[src/rtl/regfile_pkg.sv]
// Shared definitions for the accumulator register group: write-op encodings and default geometry.
package regfile_pkg;

    typedef enum logic [1:0] {
        OP_LOAD = 2'b00,
        OP_INC  = 2'b01,
        OP_DEC  = 2'b10,
        OP_CLR  = 2'b11
    } op_t;

    localparam int DEF_WIDTH = 8;
    localparam int DEF_DEPTH = 4;

endpackage

[src/rtl/regfile_alu_op.sv]
// Next-value and carry/borrow for one in-place register write.
// Shared by the commit path and the bypass path so they always agree.
module regfile_alu_op
    import regfile_pkg::*;
#(
    parameter int WIDTH = DEF_WIDTH
) (
    input  op_t              op,
    input  logic [WIDTH-1:0] r,
    input  logic [WIDTH-1:0] i,
    output logic [WIDTH-1:0] nxt,
    output logic             cout
);

    localparam logic [WIDTH:0] ONE = {{WIDTH{1'b0}}, 1'b1};

    always_comb begin
        nxt  = '0;
        cout = 1'b0;
        case (op)
            OP_LOAD: nxt = i;
            // Extra top bit holds carry out of increment / borrow out of decrement
            OP_INC:  {cout, nxt} = {1'b0, r} + ONE;
            OP_DEC:  {cout, nxt} = {1'b0, r} - ONE;
            OP_CLR:  nxt = '0;
            default: nxt = '0;
        endcase
    end

endmodule

[src/rtl/reg_file_ops.sv]
// DEPTH x WIDTH register group with two combinational read ports and one
// falling-edge write port performing load/inc/dec/clear in place.
module reg_file_ops
    import regfile_pkg::*;
#(
    parameter int          WIDTH      = DEF_WIDTH,
    parameter int          DEPTH      = DEF_DEPTH,
    parameter int          AW         = $clog2(DEPTH),
    parameter int          PRESET_IDX = 2,
    parameter logic [31:0] PRESET_VAL = 32'h60,
    parameter bit          BYPASS     = 1'b0
) (
    input  logic             clk,
    input  logic             rst,
    input  logic             we,
    input  logic [1:0]       op,
    input  logic [AW-1:0]    raa,
    input  logic [AW-1:0]    rwba,
    input  logic [WIDTH-1:0] i,
    output logic [WIDTH-1:0] s,
    output logic [WIDTH-1:0] d,
    output logic             cf,
    output logic [DEPTH-1:0] wmask
);

    localparam logic [AW:0]       DEPTH_W = DEPTH[AW:0];
    localparam logic [WIDTH-1:0]  PRESET  = PRESET_VAL[WIDTH-1:0];

    logic [WIDTH-1:0] regs [DEPTH];
    logic [WIDTH-1:0] cur_r;
    logic [WIDTH-1:0] nxt_val;
    logic             nxt_cf;
    logic             in_range;
    logic             do_write;

    // we is a plain active-low level qualifier; there is no handshake.
    assign in_range = ({1'b0, rwba} < DEPTH_W);
    assign do_write = ~we & in_range;

    always_comb begin
        cur_r = '0;
        for (int n = 0; n < DEPTH; n++) begin
            if (AW'(n) == rwba) cur_r = regs[n];
        end
    end

    regfile_alu_op #(.WIDTH(WIDTH)) u_alu (
        .op   (op_t'(op)),
        .r    (cur_r),
        .i    (i),
        .nxt  (nxt_val),
        .cout (nxt_cf)
    );

    always_ff @(negedge clk or posedge rst) begin
        if (rst) begin
            for (int n = 0; n < DEPTH; n++) begin
                regs[n] <= (n == PRESET_IDX) ? PRESET : '0;
            end
            cf    <= 1'b0;
            wmask <= '0;
        end else if (do_write) begin
            for (int n = 0; n < DEPTH; n++) begin
                if (AW'(n) == rwba) begin
                    regs[n]  <= nxt_val;
                    wmask[n] <= 1'b1;
                end
            end
            cf <= nxt_cf;
        end
    end

    // Out-of-range addresses match no entry and read 0
    always_comb begin
        s = '0;
        d = '0;
        for (int n = 0; n < DEPTH; n++) begin
            if (AW'(n) == raa)  s = regs[n];
            if (AW'(n) == rwba) d = regs[n];
        end
        if (BYPASS && do_write) begin
            if (raa == rwba) s = nxt_val;
            d = nxt_val;
        end
    end

endmodule

[config.mk]
export PLATFORM = sky130hd
export DESIGN_NAME = reg_file_ops
export DESIGN_NICKNAME = d
export VERILOG_FILES = /design/src/rtl/regfile_pkg.sv /design/src/rtl/regfile_alu_op.sv /design/src/rtl/reg_file_ops.sv
export SDC_FILE = /design/constraint.sdc
export NUM_CORES = 1
export LEC_CHECK = 0
export BUFFER_PORTS_ARGS = -buffer_cell sky130_fd_sc_hd__clkbuf_2
export CORE_AREA = 2 2 68 70
export DETAILED_ROUTE_END_ITERATION = 12
export DIE_AREA = 0 0 70 72
export GPL_TIMING_DRIVEN = 0
export PLACE_DENSITY = 0.8
export SYNTH_ARGS = -nofsm -noshare
export SYNTH_HDL_FRONTEND = slang
export SYNTH_HIERARCHICAL = 1
export SYNTH_SLANG_ARGS = --single-unit
export TNS_END_PERCENT = 20
[constraint.sdc]
create_clock -name clk -period 5.63 [get_ports clk]
set_clock_uncertainty 0.05 [all_clocks]
set_input_delay 0.563 -clock clk [delete_from_list [all_inputs] [get_ports clk]]
set_output_delay 0.563 -clock clk [all_outputs]
set_load 0.01 [all_outputs]
# == Yosys cells after proc, flatten, opt, wreduce, memory -nomap -nowiden ==
# Index checks and enable logic that the tools add are counted.
# word_totals
regBits,37
latchBits,0
ramBits,0
romBits,0
input_bits,17
output_inout_bits,21
word_cells,38
n_memories,0
# classes
n_addsub,2
multipliers,0
div,0
n_lt_le_gt_ge,0
n_eq_ne,9
shifts,0
n_mux,10
bitwise,1
reduce_logical,7
# ops
cell,count
2-to-1 mux 8 bit,8
case mux 8 bit (4 select lines),1
adder 8 x 1 -> 9 bit (second input constant),1
subtractor 8 x 1 -> 9 bit (second input constant),1
== test 2 bit (first input constant),4
AND reduction 2 bit,4
zero test 2 bit,3
== test 1 x 2 -> 1 bit (first input constant),2
== test 2 bit (second input constant),2
== test 2 x 1 -> 1 bit (second input constant),1
case mux 1 bit (2 select lines),1
inverter 1 bit,1

# == Longest topological paths before layout ==
# Gate-level depths: netlist (run 1).
# depth
depth_word,7
mapped_depth,9
ltp_nobuf,8

# == Hierarchy ==
# Netlist (run 1), hierarchy kept.
# by_module_without_submodules
mod,instances,cells_per_inst,area_per_inst_um2,seq_area_each_um2
reg_file_ops,1,101,1795.5,928.4
regfile_alu_op,1,79,525.5,0.0

==> results.toml, run 1 <==
[power_and_ir_drop]
netSwitchingPower_uw = 378
power.density_nw_per_um2 = 395
p_int_uw = 696
p_seq_frac = 0.383
sw_frac_of_total = 0.352
pwr-share-comb = 0.452
irDropWorstVdd_v = 0.000266
power_frac_clock = 0.165
leakage_nw = 1.20

[hold_path]
worstHoldStart = "wmask[0]"
min_to = "wmask[0]"
hold_depth = 1
min_path_type = "register to register"

[sta]
worst_slew_pin_slew_ns = 0.633
relSlewSlack = 0.577
drv_slew = 0
report.final.hold_viol_count = 0
setup_viol = 0
tns_ns = 0

[detailed_routing]
ant_nets = 0
drt_wl_total_um = 5150
wl_per_cell_um = 18.4
initialDrtViolationCount = 150
drc = 0
drtPass1Iterations = 4
viasPerCell = 6.06
routed-via-count = 1691

[critical_path]
cp_slowest_cell = "or4_4"
end_kind = "register"
slowest_delay_ns = 0.60
cp_cell_sequence = "buf_6, mux4_2, or4_4, nor4_4, xnor2_1, a31o_1, mux2_2"
crit_arrival_ns = 2.87
r2r-end = "regs[23]"
critical_path_class = "input port to register"
r2r_slack_ns = 2.94
r2r.worst_path.cells = 6
required_ns = 2.90
start_kind = "input port"
crit_fanout = 7
reg2reg_from = "regs[25]"

[status]
status = "completed"

[layout]
fill_cells = 324
final_common_cell = "dfrtn_1"
layout-drive-gt1-share = 0.507
finish.utilization = 0.637
nets = 249
final_cell_mix = "35 x dfrtn_1, 33 x clkbuf_2, 31 x mux2_2, 16 x mux4_2, 11 x nand2_1"
area_growth_pct = 17.0
diodes = 0
multi_input_area_um2 = 1300
seq_area_um2 = 928

[synth]
synth_top_area_frac = 0.377
synthDistinctLibCells = 45
synthesis.nets = 202
yosysWarnings = 6
synth_top_area_cell = "dfrtn_1"
synth_ff_type = "dfrtn_1"
syn_avg_cell_area_um2 = 12.9
synthesis.area_um2 = 2320
synth_cells = 180
synthTopCellsByArea = "dfrtn_1 38%, mux4_2 16%, mux2_2 15%"
synth_edf_count = 0
async_reset_ff_frac = 1.00
seq_area_frac_synth = 0.400
synth-seq-cells = 37

[clock_tree]
clockBufferDepth = 2
numClockSinks = 37
htree_num_levels = 2
postCtsHoldBufs = 0
clk_latency_ns = 0.34
clk_transition_reported_paths_ns = 0.05
cts_buffers = 5
cts_tree = "done"
cts-root-buf = "clkbuf_8"

[floorplan]
ioPinCount = 38
die_area_um2 = 5040
start_util = 0.544
fp.dieH_um = 72
fp.coreArea_um2 = 4260
rows = 24
dieWidth_um = 70

[global_routing]
gr-total-overflow = 0
grt_max_degree = 25
grt_usage = 0.210
antenna_found_initial = 0
grt_pass1_wl_um = 8050
grt_pass1_vias = 1663

[placement]
place_hpwl_um = 3700
port_buffers = 34
place.gp.congestion = 0.816

[flow_run]
maxCapViolCount = 0
-- cells by family after synthesis --
| kind of cell | synth area share |
|---|---|
| XOR/XNOR | 0.0226 |
| flip-flops | 0.400 |
| AND/OR/NAND/NOR | 0.106 |
| buffers and inverters | 0.0480 |
| multiplexers | 0.325 |
| AO/OA/AOI/OAI | 0.0717 |
| adder cells (fa/ha/maj) | 0.0270 |
-- cell usage after synthesis, types with 2 or more instances --
library cell and count:
nor3_1 3, dfstp_2 2, dfrtn_1 35, o21a_1 2, mux4_2 16, buf_6 3, clkbuf_1 3, inv_1 9
mux2_1 3, nor2_1 4, buf_2 5, nand2_1 11, xnor2_1 2, a22oi_1 2, xor2_1 4, ha_1 5
nor3b_4 2, o31ai_1 3, nand3_1 4, or2_2 3, o21ai_0 5, mux2_2 31
-- worst max-delay path, delay by kind of cell --
family | cells | cell delay [ns]
buf+inv | 1 | 0.13
compound gates | 1 | 0.25
mux | 2 | 0.86
simple gates | 2 | 0.94
xor+xnor | 1 | 0.12
-- metal layers --
metal,share of wire,vias to the layer above,track usage
met1,0.42,867,0.260
met5,0,-,0
met3,0.042,6,0.0403
met2,0.53,51,0.369
li1,-,767,-
met4,0.014,0,0.0833
-- metrics by stage --
| step | instance area, um2 | total power [mW] | std cells | hold slack [ns] | setup WS [ns] |
|---|---|---|---|---|---|
| after floorplan | 2330 | 0.753 | 180 | 0.380 | -0.0529 |
| after global placement | 2560 | 0.854 | 266 | 0.362 | -0.364 |
| after detailed placement | 2590 | 0.880 | 267 | 0.362 | -0.398 |
| after CTS | 2710 | 1.07 | 278 | 0.366 | 0.0129 |
| after global routing | 2720 | 1.14 | 279 | 0.383 | -0.00508 |
| final | 2720 | 1.07 | 279 | 0.367 | 0.0343 |
-- cell type report --
type	count	share of cell area
timing repair buffer	40	0.0889
inverter	8	0.0111
sequential	37	0.342
buffer	11	0.0258
clock inverter	3	0.00461
multi-input combinational	122	0.477
tap	52	0.0240
clock buffer	6	0.0267
-- sequential cells by signal, summed over array words and instances, names as in the netlist --
signal	cells
wmask	4
regs	32
cf	1
-- power by group through the flow --
stage / clock network (mW) / registers, mW / logic [mW]
CTS: 0.182 / 0.410 / 0.474
floorplan: 0.00334 / 0.394 / 0.356
global route: 0.196 / 0.419 / 0.521
global placement: 0.00334 / 0.405 / 0.446
finish: 0.178 / 0.411 / 0.485
detailed placement: 0.00334 / 0.414 / 0.463
-- worst max-delay path by stage --
stage / startpoint / endpoint / slack, ns / cells past startpoint
floorplan: rwba[0] / regs[31] / -0.05 / 8
global placement: rwba[0] / regs[21] / -0.36 / 9
detailed placement: rwba[0] / regs[21] / -0.40 / 9
CTS: rwba[0] / regs[23] / 0.01 / 9
global route: rwba[0] / regs[15] / -0.005 / 7
finish: rwba[0] / regs[23] / 0.03 / 7
-- what timing repair did --
item	4_1_cts	5_1_grt
setup buffers	3	2
endpoints found under the hold margin	0	0
setup endpoints to repair	10	10
pin swaps	0	5
gates resized for setup	4	6
No activity file was read; power rests on OpenSTA's default activity.
==> inputs of run 2 (changes only) <==
- RECOVER_POWER: not set -> 25
- SETUP_SLACK_MARGIN: not set -> 0.15
- clock period: 5.63 -> 6.3 ns (I/O delays scaled with it)
==> results.toml, run 2 (synthesized netlist as in run 1, its figures left out) <==
[placement]
place.gp.congestion = 0.861
place_hpwl_um = 3680
port_buffers = 34
placed_cell_area_um2 = 2580

[clock_tree]
cts_buffers = 5
cts_tree = "done"
clockBufferDepth = 2
numClockSinks = 37
cts-root-buf = "clkbuf_8"
postCtsHoldBufs = 0
clk_latency_ns = 0.34
htree_num_levels = 2
clk_transition_reported_paths_ns = 0.05

[detailed_routing]
drc = 0
ant_nets = 0
initialDrtViolationCount = 104
drt_wl_total_um = 5080
viasPerCell = 6.02
drtPass1Iterations = 4
wl_per_cell_um = 18.2
routed-via-count = 1680

[layout]
regMostFlops = "regs"
final_common_cell = "dfrtn_1"
area_growth_pct = 15.9
largest_register_ffs = 32
final_area_um2 = 2690
layout-drive-gt1-share = 0.489
fill_cells = 349
nets = 248
diodes = 0
reg_top3 = "regs (32), wmask (4), cf (1)"
final_cell_mix = "35 x dfrtn_1, 34 x clkbuf_2, 31 x mux2_2, 16 x mux4_2, 11 x nand2_1"

[sta]
relSlewSlack = 0.228
setup_viol = 0
fin_hold_ws_ns = 0.363
drv_slew = 0
report.final.hold_viol_count = 0
rsz0062_at_grt = "false"
worst_slew_pin_slew_ns = 1.16

[critical_path]
cp_slowest_cell = "mux4_2"
crit_arrival_ns = 3.03
critical_path_class = "input port to register"
start_kind = "input port"
slowest_delay_ns = 0.53
cp_cell_sequence = "clkbuf_2, buf_12, mux4_2, buf_6, or4_4, o21a_1, o21ai_0, a31oi_1, mux2_2"
required_ns = 3.24
end_kind = "register"
crit_fanout = 10

[global_routing]
antenna_found_initial = 0
grt_max_degree = 23
grt_usage = 0.216
grt_pass1_vias = 1690
gr-total-overflow = 0
grt_pass1_wl_um = 8270

[floorplan]
die_area_um2 = 5040
ioPinCount = 38
start_util = 0.544
dieWidth_um = 70
fp.coreArea_um2 = 4260
rows = 24
fp.dieH_um = 72

[power_and_ir_drop]
leakage_nw = 1.18
irDropWorstVdd_v = 0.000216
p_total_uw = 963
power.density_nw_per_um2 = 358

[hold_path]
min_path_type = "register to register"

[flow_run]
maxCapViolCount = 0

[status]
status = "completed"
-- run 2: worst paths after layout --
path                           from       end  slack (ns)  depth (start not counted)
setup / recovery            rwba[0]  regs[21]        0.21                          9
hold / removal             wmask[0]  wmask[0]        0.36                          1
setup reg to reg            regs[2]  regs[21]        3.70                          7
hold reg to reg            wmask[0]  wmask[0]        0.36                          1
max in group asynchronous       rst  regs[22]        1.32                          3
min in group asynchronous       rst   regs[1]        3.38                          2
-- run 2: per-layer routing --
metal,track usage,up-vias,share of wire,wire [um]
met1,0.274,854,0.42,2150
met4,0.0919,0,0.021,108
met3,0.0403,11,0.045,229
li1,-,768,-,-
met2,0.370,47,0.51,2600
met5,0,-,0,0
-- run 2: area by class of cell --
type / count / area, um2 / share of cell area
Multi-Input combinational cell: 122 / 1290 / 0.480
Sequential cell: 37 / 928 / 0.345
Timing Repair Buffer: 38 / 196 / 0.0730
Buffer: 12 / 86.3 / 0.0321
Clock buffer: 7 / 76.3 / 0.0284
Tap cell: 52 / 65.1 / 0.0242
Inverter: 8 / 30.0 / 0.0112
Clock inverter: 3 / 15.0 / 0.00558
-- run 2: worst max-delay path, delay by kind of cell --
kind	cells	cell delay [ns]
buffers and inverters	3	0.49
AND/OR/NAND/NOR	1	0.52
multiplexers	2	0.84
AO/OA/AOI/OAI	3	0.54
-- run 2: per-stage QoR --
| stage | setup WS (ns) | setup TNS, ns | instances | utilization |
|---|---|---|---|---|
| after floorplan | 0.195 | 0 | 180 | - |
| after global placement | -0.184 | -1.12 | 266 | 0.599 |
| after detailed placement | -0.274 | -1.69 | 267 | 0.606 |
| after CTS | 0.175 | 0 | 276 | 0.628 |
| after global routing | 0.137 | 0 | 279 | 0.631 |
| final | 0.210 | 0 | 279 | 0.631 |
-- run 2: power breakdown --
| part | leakage, nW | switching [mW] | total, mW | internal (mW) |
|---|---|---|---|---|
| clock network | 0.0491 | 0.0863 | 0.166 | 0.0800 |
| logic | 0.678 | 0.206 | 0.430 | 0.224 |
| registers | 0.454 | 0.0491 | 0.367 | 0.318 |
-- run 2: repair_timing --
item / CTS / global route
gates resized for setup: 1 / 3
setup endpoints to repair: 4 / 6
setup buffers: 0 / 3
==> inputs of run 3 (changes only) <==
- CORE_AREA: 2 2 68 70 -> 2 2 53 91
- DIE_AREA: 0 0 70 72 -> 0 0 55 93
- PLACE_DENSITY: 0.8 -> 0.79
==> results.toml, run 3 (synthesized netlist as in run 1, its figures left out) <==
[status]
status = "completed"

[global_routing]
grt_pass1_vias = 1707
gr-total-overflow = 0
antenna_found_initial = 0
grt_usage = 0.214
grt_pass1_wl_um = 7740
grt_max_degree = 24

[critical_path]
required_ns = 3.23
critical_path_class = "input port to register"
end_kind = "register"
crit_fanout = 10
crit_arrival_ns = 3.04
start_kind = "input port"

[hold_path]
min_path_type = "register to register"

[power_and_ir_drop]
p_int_uw = 639
power.density_nw_per_um2 = 362
power_frac_clock = 0.198
sw_frac_of_total = 0.342
leakage_nw = 1.18
irDropWorstVdd_v = 0.000258
p_seq_frac = 0.376
pwr-share-comb = 0.426
p_total_uw = 971
netSwitchingPower_uw = 332

[floorplan]
fp.coreArea_um2 = 4400
dieWidth_um = 55
die_area_um2 = 5120
ioPinCount = 38
rows = 32
start_util = 0.527
fp.dieH_um = 93

[clock_tree]
cts_buffers = 5
cts_tree = "done"
clockBufferDepth = 2
numClockSinks = 37
htree_num_levels = 2
clk_transition_reported_paths_ns = 0.05
cts-root-buf = "clkbuf_8"
clk_latency_ns = 0.34

[placement]
port_buffers = 34
place_hpwl_um = 3680
place.gp.congestion = 0.809

[sta]
report.final.hold_viol_count = 0
worst_slew_pin_slew_ns = 1.19
rsz0062_at_grt = "true"
relSlewSlack = 0.206
setup_viol = 0
tns_ns = 0
drv_slew = 0

[layout]
regMostFlops = "regs"
finish.utilization = 0.608
final_common_cell = "dfrtn_1"
diodes = 0
layout-drive-gt1-share = 0.496
area_growth_pct = 15.4
largest_register_ffs = 32
final_cell_mix = "35 x dfrtn_1, 34 x clkbuf_2, 31 x mux2_2, 16 x mux4_2, 11 x nand2_1"
reg_top3 = "regs (32), wmask (4), cf (1)"
nets = 245

[detailed_routing]
drt_wl_total_um = 4870
drc = 0
drtPass1Iterations = 4
viasPerCell = 6.11
ant_nets = 0
wl_per_cell_um = 17.7
initialDrtViolationCount = 33
routed-via-count = 1679

[flow_run]
maxCapViolCount = 0
-- run 3: per-layer routing --
metal	part of all wire	GRT usage
met1	0.38	0.238
met2	0.55	0.359
met3	0.042	0.0511
met4	0.028	0.116
met5	0	0
-- run 3: layout make-up --
class                   count  area (um2)
fillers                   396        1730
clock inverters             4        30.0
well taps                  51        63.8
repair buffers             35         174
plain buffers              12        77.6
flip-flops and latches     37         928
clock buffers               6        82.6
inverters                   8        30.0
multi-input cells         122        1290
-- run 3: path summary, 6_finish.rpt --
path                       startpoint       end  slack [ns]  cells past startpoint
min                          wmask[2]  wmask[2]        0.36                      1
min reg2reg                  wmask[2]  wmask[2]        0.36                      1
max                           rwba[0]   regs[6]        0.20                     10
min in group asynchronous         rst  regs[18]        3.35                      2
max reg2reg                   regs[0]   regs[6]        3.72                      8
max in group asynchronous         rst  regs[19]        1.33                      3
-- run 3: repair_timing --
action                     4_1_cts  5_1_grt
gates resized for setup          1        2
hold buffers                     0        0
setup buffers                    0        0
setup endpoints to repair        3        6
-- run 3: power by group through the flow --
stage / Combinational [mW] / Clock (mW) / Sequential [mW]
6_report: 0.414 / 0.192 / 0.365
5_1_grt: 0.446 / 0.214 / 0.373
3_5_place_dp: 0.413 / 0.00298 / 0.368
3_3_place_gp: 0.401 / 0.00298 / 0.362
2_1_floorplan: 0.316 / 0.00298 / 0.352
4_1_cts: 0.417 / 0.197 / 0.364
-- run 3: per-stage QoR --
| stage | instances | setup WS [ns] | hold WS, ns | area (um2) |
|---|---|---|---|---|
| 4_1_cts | 275 | 0.178 | 0.363 | 2700 |
| 3_3_place_gp | 265 | -0.203 | 0.360 | 2550 |
| 6_report | 275 | 0.198 | 0.363 | 2680 |
| 3_5_place_dp | 266 | -0.214 | 0.363 | 2580 |
| 5_1_grt | 275 | 0.114 | 0.396 | 2680 |
| 2_1_floorplan | 180 | 0.195 | 0.380 | 2320 |
-- run 3: critical path, stage by stage --
cell      delay, ns
clkbuf_2       0.13
buf_6          0.20
mux4_2         0.63
inv_1          0.10
ha_1           0.19
nor3b_2        0.23
nand2_1        0.12
xnor2_1        0.14
a221o_1        0.36
mux2_2         0.28
